[src/rtl/pri_dec_2.sv]
// Rebuilds a request vector from a stream of two-index priority code beats.
// The result (vector, popcount, dup/err flags) appears the cycle after the last beat and holds until taken.
module pri_dec_2 #(
    parameter int W  = 8,
    parameter int IW = 4
) (
    input  logic          clk,
    input  logic          rst,
    input  logic          in_valid,
    output logic          in_ready,
    input  logic [IW-1:0] y1,
    input  logic [IW-1:0] y2,
    input  logic          idle1,
    input  logic          idle2,
    input  logic          in_last,
    output logic          out_valid,
    input  logic          out_ready,
    output logic [W-1:0]  a_out,
    output logic [IW-1:0] cnt,
    output logic          dup,
    output logic          err
);

    typedef enum logic {ACC, FULL} state_t;

    localparam logic [IW:0] W_EXT = (IW+1)'(W);

    state_t        state, state_nxt;
    logic [W-1:0]  acc;
    logic          dup_acc, err_acc;
    logic [W-1:0]  mask;
    logic          v1, v2;
    logic          dup_new, err_new;
    logic          accept;

    function automatic logic [IW-1:0] popcnt(input logic [W-1:0] v);
        logic [IW-1:0] pc;
        pc = '0;
        for (int i = 0; i < W; i++) begin
            pc = pc + {{(IW-1){1'b0}}, v[i]};
        end
        return pc;
    endfunction

    assign v1     = !idle1;
    assign v2     = !idle2;
    assign accept = in_valid && in_ready;

    // Out-of-range indices simply match no mask bit; they only raise err.
    always_comb begin
        mask = '0;
        for (int i = 0; i < W; i++) begin
            mask[i] = (v1 && y1 == IW'(i)) || (v2 && y2 == IW'(i));
        end
    end

    always_comb begin
        dup_new = ((acc & mask) != '0) || (v1 && v2 && y1 == y2);
        err_new = (v1 && ({1'b0, y1} >= W_EXT))
               || (v2 && ({1'b0, y2} >= W_EXT))
               || (idle1 && v2)
               || (v1 && v2 && (y2 > y1));
    end

    always_ff @(posedge clk or posedge rst) begin
        if (rst) begin
            state <= ACC;
        end else begin
            state <= state_nxt;
        end
    end

    always_comb begin
        state_nxt = state;
        case (state)
            ACC:  if (accept && in_last) state_nxt = FULL;
            FULL: if (out_ready)         state_nxt = (accept && in_last) ? FULL : ACC;
            default: state_nxt = ACC;
        endcase
    end

    always_comb begin
        in_ready  = (state == ACC) ? 1'b1 : out_ready;
        out_valid = (state == FULL);
    end

    always_ff @(posedge clk or posedge rst) begin
        if (rst) begin
            acc     <= '0;
            dup_acc <= 1'b0;
            err_acc <= 1'b0;
        end else if (accept) begin
            if (in_last) begin
                acc     <= '0;
                dup_acc <= 1'b0;
                err_acc <= 1'b0;
            end else begin
                acc     <= acc | mask;
                dup_acc <= dup_acc | dup_new;
                err_acc <= err_acc | err_new;
            end
        end
    end

    always_ff @(posedge clk or posedge rst) begin
        if (rst) begin
            a_out <= '0;
            cnt   <= '0;
            dup   <= 1'b0;
            err   <= 1'b0;
        end else if (accept && in_last) begin
            a_out <= acc | mask;
            cnt   <= popcnt(acc | mask);
            dup   <= dup_acc | dup_new;
            err   <= err_acc | err_new;
        end
    end

endmodule

[config.mk]
export PLATFORM = sky130hd
export DESIGN_NAME = pri_dec_2
export DESIGN_NICKNAME = d
export VERILOG_FILES = /design/src/rtl/pri_dec_2.sv
export SDC_FILE = /design/constraint.sdc
export NUM_CORES = 1
export LEC_CHECK = 0
export CAP_MARGIN = 30
export CELL_PAD_IN_SITES_DETAIL_PLACEMENT = 0
export CELL_PAD_IN_SITES_GLOBAL_PLACEMENT = 1
export CORE_MARGIN = 2
export CORE_UTILIZATION = 40
export CTS_BUF_LIST = sky130_fd_sc_hd__clkbuf_8
export DETAILED_ROUTE_END_ITERATION = 10
export PLACE_DENSITY_LB_ADDON = 0.1
export SETUP_SLACK_MARGIN = 0.02
export SLEW_MARGIN = 20
export SYNTH_ARGS = -nofsm -noshare
export SYNTH_HDL_FRONTEND = slang
export SYNTH_SLANG_ARGS = --single-unit
[constraint.sdc]
create_clock -name clk -period 3.98 [get_ports clk]
set_clock_uncertainty 0.2 [all_clocks]
set_input_delay 0.796 -clock clk [delete_from_list [all_inputs] [get_ports clk]]
set_output_delay 0.796 -clock clk [all_outputs]
set_load 0.01 [all_outputs]
==> results of run 1 <==
kinds of logic (layout without fill, tap and decap cells):
logic type	Yosys count	after routing
adder cells (fa/ha/maj)	11	11
multiplexers	3	3
buffers and inverters	23	90
AO/OA/AOI/OAI	37	37
XOR/XNOR	1	1
AND/OR/NAND/NOR	63	63
flip-flops	25	25
repair_timing:
action | CTS | global route
endpoints found under the hold margin | 0 | 0
setup endpoints to repair | 4 | 3
resized for setup | 49 | 3
pin swaps | 9 | 1
setup buffers | 5 | 1
registers in the layout, indices dropped and copies added, names as in the netlist:
signal     flops
err            1
a_out          8
cnt            4
err_acc        1
dup            1
dup_acc        1
out_valid      1
acc            8
tightest hold or removal path, cell delays in order (launching register included):
cell	delay [ns]
dfrtp_1	0.35
nand2_1	0.05
nand2_1	0.05
per-stage QoR:
step / instances / total power [mW]
final: 278 / 0.7226
after global routing: 278 / 0.7765
after CTS: 276 / 0.7272
after detailed placement: 267 / 0.5726
after global placement: 267 / 0.5650
after floorplan: 163 / 0.4400
layout by cell type, fill, tap and decap left out, drive strengths merged, types with 2 or more instances in the layout:
cell / instances
buf: 46
dfrtp: 25
nor2: 25
clkdlybuf4s50: 20
inv: 19
a21oi: 15
nand2: 8
o22ai: 8
ha: 7
or3b: 6
nor3: 5
fa: 4
clkbuf: 4
o32ai: 3
nand3b: 3
or2: 3
mux2: 3
nand2b: 2
or2b: 2
or3: 2
nand4: 2
and3: 2
o21a: 2
o21ai: 2
power groups by stage:
stage	registers, mW	clock network, mW	logic (mW)
2_1_floorplan	0.327	0	0.113
3_3_place_gp	0.314	0	0.251
3_5_place_dp	0.316	0	0.256
4_1_cts	0.312	0.148	0.268
5_1_grt	0.316	0.159	0.302
6_report	0.311	0.142	0.269
worst min path at each step:
stage	start	endpoint	slack, ns	cells past startpoint
5_1_grt	cnt[0]	cnt[0]	0.31	2
3_5_place_dp	cnt[0]	cnt[0]	0.27	2
4_1_cts	cnt[0]	cnt[0]	0.28	2
3_3_place_gp	cnt[3]	cnt[3]	0.25	2
6_report	cnt[3]	cnt[3]	0.28	2
2_1_floorplan	acc[6]	acc[6]	0.26	2
layer usage:
metal	routed length (um)	up-vias
li1	-	698
met1	1834	666
met2	1883	24
met3	128	2
met4	11	0
met5	0	-
final cells by class:
class	instances	share of cell area
multi-input cells	115	0.3905
flip-flops and latches	25	0.2773
repair buffers	68	0.2557
inverters	18	0.02995
well taps	48	0.02662
clock buffers	3	0.01830
clock inverters	1	0.001664
==> results.json, run 1 <==
{
  "reg2reg_depth": 11,
  "coreArea_um2": 3661,
  "path_max_fanout": 3,
  "cp_data_arrival_time_ns": 3.94,
  "max_freq_mhz": 249.1,
  "synth_top_cell_by_area": "dfrtp_1",
  "n_antenna_cell": 0,
  "crit_slowest_cell": "fa_1",
  "fin_util": 0.6162,
  "yosys_warnings": 0,
  "min_period_ns": 4.014,
  "synth_mux_area_frac": 0.02479,
  "setup_viol": 1,
  "setup_slack_ns": -0.03448,
  "critical-path-max-stage-delay_ns": 0.53,
  "worstPathBufferInverterCount": 5,
  "synth_commonest_cells": "25 x dfrtp_1, 25 x nor2_1, 18 x inv_1, 15 x a21oi_1, 8 x nand2_1",
  "drive_gt1_frac": 0.3435,
  "top_usage_layer": "met2",
  "regArea_um2": 625.6,
  "fillers": 335,
  "p_leak_nw": 1.080,
  "ys_types": 41,
  "postRouteAntennaNets": 0,
  "multi_input_area_um2": 880.8,
  "powerDensity_nw_per_um2": 320.3,
  "synth-adder-area-share": 0.1107,
  "ios": 31,
  "drc": 0,
  "clockPowerShare": 0.197,
  "finalHoldViolations": 0,
  "die_height_um": 65.52,
  "synth_simple_gate_area_frac": 0.2223,
  "rr_endpoint": "cnt[1]",
  "area_growth_pct": 49.01,
  "dp_hpwl_um": 3073,
  "grtUsageMet2": 0.3520,
  "critPathCaptureType": "flop",
  "syn_inst": 163,
  "initial_core_util": 0.4135,
  "cts_hold_buf": 0,
  "peakVddDrop_v": 0.0002225,
  "root_buffer": "clkbuf_8",
  "maxCapViolations": 0,
  "netlist.area_leader.share": 0.4132,
  "final.setup.tns_ns": -0.03448,
  "antenna_found_initial": 0,
  "portBuffers": 30,
  "grt_max_degree": 26,
  "power_frac_comb": 0.372,
  "clkLatencyLatePin_ns": 0.26,
  "hold_ws_ns": 0.2784,
  "wire_per_inst_um": 13.87,
  "p_int_mw": 0.5053,
  "hold_class": "reg2reg",
  "cts_inserted_buffers": 3,
  "dieWidth_um": 65.52,
  "synth_edf_count": 0,
  "dieArea_um2": 4293,
  "place_ws_ns": -0.7718,
  "path_delay_family": "adder cells",
  "gp_congestion": 0.8527,
  "drt-total-wl_um": 3857,
  "synthXorXnorAreaFrac": 0.005785,
  "num_vias": 1390,
  "crit_type": "in2reg",
  "share_seq_of_total_power": 0.431,
  "synth-seq-cells": 25,
  "grt_pass1_wl_um": 6865,
  "finalCritPeriodShare": 1.009,
  "htreeDepth": 1,
  "outcome": "finished with violations",
  "worstMarginPinSlew_ns": 0.6145,
  "postPlaceCellArea_um2": 2135,
  "relSlewSlack": 0.5904,
  "slew_violations": 0,
  "track_usage": 0.2048,
  "crit_path_end": "cnt[1]",
  "synthTopCellsByArea": "dfrtp_1 41%, nor2_1 6.2%, ha_1 5.8%",
  "worstPathCellList": "buf_6 -> or3b_4 -> o22ai_4 -> nor2_4 -> fa_1 -> inv_1 -> fa_1 -> inv_1 -> fa_1 -> inv_1 -> ha_2 -> inv_2 -> fa_2 -> a21oi_2",
  "swShare": 0.3007,
  "clk_pin_slew_ns": 0.08,
  "startpoint_type": "input port",
  "synth_compound_area_frac": 0.1628,
  "core.rowCount": 22,
  "syn_nets": 189,
  "max-clock-path-buffers": 2,
  "rsz0062_at_grt": "yes",
  "syn_area_um2": 1514,
  "crit_cells": 14,
  "p_switching_mw": 0.2173,
  "ys_seq_area_frac": 0.4132,
  "vias_per_cell": 5.000,
  "drtIter0Drc": 74,
  "violations": "setup timing",
  "synth_top_family_by_area": "simple AND/OR/NAND/NOR gates",
  "grt_overflow": 0,
  "syn-mean-instance-area_um2": 9.288,
  "regToRegStartpoint": "acc[0]",
  "design_area_um2": 2256,
  "startpoint": "y2[3]",
  "synthArstFlopShare": 1.000,
  "r2r_slack_ns": 0.76,
  "gr-usage-met1": 0.2813,
  "dr.pass1.iters": 4,
  "cts_tree": "built",
  "clock_sinks": 25,
  "grtUsageMet3": 0.03253,
  "nets": 257,
  "grt_pass1_vias": 1489,
  "required_ns": 3.91,
  "ys.flop_type": "dfrtp_1"
}
Power figures use the tool's default switching activity.
==> run 2, diff against run 1 <==
--- a/config.mk
+++ b/config.mk
@@ -8,8 +8,7 @@
 export CAP_MARGIN = 30
 export CELL_PAD_IN_SITES_DETAIL_PLACEMENT = 0
 export CELL_PAD_IN_SITES_GLOBAL_PLACEMENT = 1
-export CORE_MARGIN = 2
-export CORE_UTILIZATION = 40
+export CORE_UTILIZATION = 43
 export CTS_BUF_LIST = sky130_fd_sc_hd__clkbuf_8
 export DETAILED_ROUTE_END_ITERATION = 10
 export PLACE_DENSITY_LB_ADDON = 0.1
==> constraint.sdc (replaced) <==
create_clock -name clk -period 4.8 [get_ports clk]
set_clock_uncertainty 0.2 [all_clocks]
set_input_delay 0.96 -clock clk [delete_from_list [all_inputs] [get_ports clk]]
set_output_delay 0.96 -clock clk [all_outputs]
set_load 0.01 [all_outputs]
==> run 2 against run 1 <==
Net effect:
- the flow now finishes without violations
- worst setup slack better by 0.23 ns
- critical path type unchanged
- combinational power down 25%
- die area is 12% lower
- sequential share of layout area increased by 2.1 points
- count of clock-buffer cells in the layout is the same
- largest power group unchanged
- worst hold slack worse by 0.0079 ns
- sequential power down 17%
==> results.json, run 2 (synthesis gave the netlist of run 1 again) <==
{
  "route.met2.wl_um": 1689,
  "share_seq_of_total_power": 0.445,
  "hold_class": "reg2reg",
  "dieArea_um2": 3762,
  "p_leak_nw": 0.9858,
  "powerDensity_nw_per_um2": 275.0,
  "rsz0062_at_grt": "no",
  "p_int_mw": 0.4056,
  "clk_pin_slew_ns": 0.08,
  "hold_ws_ns": 0.2705,
  "cp_data_arrival_time_ns": 4.59,
  "crit_slowest_cell": "fa_1",
  "drc": 0,
  "nets": 242,
  "relSlewSlack": 0.6394,
  "peakVddDrop_v": 0.0001599,
  "cts-resized-gates": 0,
  "startpoint_type": "input port",
  "fin_util": 0.6239,
  "dr.pass1.iters": 4,
  "path_delay_family": "adder cells",
  "path_max_fanout": 3,
  "drt-total-wl_um": 3427,
  "num_vias": 1352,
  "die_height_um": 61.34,
  "track_usage": 0.2041,
  "root_buffer": "clkbuf_8",
  "mostFrequentLayoutCell": "clkdlybuf4s50_1",
  "postPlaceCellArea_um2": 2013,
  "max-clock-path-buffers": 2,
  "fin_cells": 261,
  "initial_core_util": 0.4501,
  "gp_congestion": 0.9516,
  "wire_per_inst_um": 13.13,
  "top_layer_used": "met4",
  "grt_overflow": 0,
  "p_switching_mw": 0.1714,
  "required_ns": 4.79,
  "ios": 31,
  "worstMarginPinSlew_ns": 0.5409,
  "core.rowCount": 21,
  "grt_pass1_vias": 1264,
  "clock_sinks": 25,
  "final.setup.tns_ns": 0,
  "slew_violations": 0,
  "clockPowerShare": 0.206,
  "design_area_um2": 2098,
  "grt_pass1_wl_um": 5644,
  "crit_type": "in2reg",
  "dr_wl_met3_um": 135,
  "drtIter0Drc": 65,
  "outcome": "finished clean",
  "postRouteAntennaNets": 0,
  "cts_setup_buffers": 0,
  "critPathCaptureType": "flop",
  "portBuffers": 30,
  "swShare": 0.2971,
  "finalCritPeriodShare": 0.9590,
  "antenna_found_initial": 0,
  "drt-met1-wl_um": 1594,
  "top_regs": "a_out: 8 flops, acc: 8 flops, cnt: 4 flops",
  "finalHoldViolations": 0,
  "htreeDepth": 1,
  "cts_inserted_buffers": 3,
  "dieWidth_um": 61.34,
  "critical-path-max-stage-delay_ns": 0.50,
  "coreArea_um2": 3363,
  "power_frac_comb": 0.349,
  "max_freq_mhz": 217.2,
  "dp_hpwl_um": 2798,
  "grt_max_degree": 26,
  "dp_cells": 256,
  "cts_tree": "built",
  "area_growth_pct": 38.59,
  "final_cell_mix": "30 x clkdlybuf4s50_1, 25 x nor2_1, 25 x dfrtp_1",
  "worstPathBufferInverterCount": 5,
  "drive_gt1_frac": 0.2000,
  "maxCapViolations": 0,
  "vias_per_cell": 5.180,
  "min_period_ns": 4.603,
  "n_antenna_cell": 0,
  "worstPathCellList": "clkdlybuf4s50_1 -> or3_2 -> o22ai_1 -> nor2_1 -> fa_1 -> inv_1 -> fa_1 -> inv_1 -> fa_1 -> inv_1 -> ha_1 -> inv_1 -> fa_1 -> xor2_1 -> o21ai_0",
  "setup_viol": 0,
  "cts_hold_buf": 0,
  "clkLatencyLatePin_ns": 0.26
}
## run 2: cell count changes in the layout (fill, tap and decap cells not counted), sizes merged
cell	before	now
clkinv	0	1
clkdlybuf4s15	1	0
clkbuf	4	3
clkdlybuf4s50	20	30
buf	46	23
inv	19	18
## run 2: cell type report
| type | instances | area, um2 |
|---|---|---|
| clock buffer | 3 | 41.29 |
| multi-input combinational | 115 | 809.5 |
| tap | 46 | 57.56 |
| clock inverter | 1 | 3.754 |
| timing repair buffer | 53 | 493.0 |
| inverter | 18 | 67.56 |
| sequential | 25 | 625.6 |
| fill | 304 | 1265 |
## run 2: worst register-to-register path, delay by kind of cell (launching register included)
| kind | cells | cell delay (ns) |
|---|---|---|
| adders and majority gates | 5 | 1.77 |
| DFF | 1 | 0.40 |
| buffers and inverters | 4 | 0.29 |
| and+or+nand+nor | 1 | 0.21 |
| xor gates and xnor gates | 1 | 0.15 |
| AOI/OAI and AO/OA | 1 | 0.13 |
## run 2: final timing paths
check                       start     end  slack [ns]  depth (start not counted)
max                         y1[2]  cnt[2]        0.20                         15
min                        cnt[3]  cnt[3]        0.27                          2
max reg2reg                acc[0]  cnt[2]        1.58                         12
min reg2reg                cnt[3]  cnt[3]        0.27                          2
max in group asynchronous     rst  acc[0]        3.32                          3
min in group asynchronous     rst  cnt[3]        0.72                          2
## run 2: power by group through the flow
stage,sequential [mW],combinational (mW),clock [mW]
finish,0.257,0.202,0.119
global route,0.261,0.225,0.128
CTS,0.258,0.200,0.123
detailed placement,0.262,0.198,0
global placement,0.260,0.195,0
floorplan,0.271,0.0883,0
## run 2: stage by stage
step	power (mW)	setup WS (ns)
final	0.5770	0.1967
after global routing	0.6146	0.02568
after CTS	0.5811	0.1587
after detailed placement	0.4601	-0.1160
after global placement	0.4551	-0.06346
after floorplan	0.3595	0.4670
## run 2: metal layers
| metal | up-vias | global-route usage |
|---|---|---|
| met5 | - | 0 |
| met1 | 653 | 0.2863 |
| met4 | 0 | 0.03810 |
| li1 | 671 | - |
| met3 | 2 | 0.04622 |
| met2 | 26 | 0.3292 |
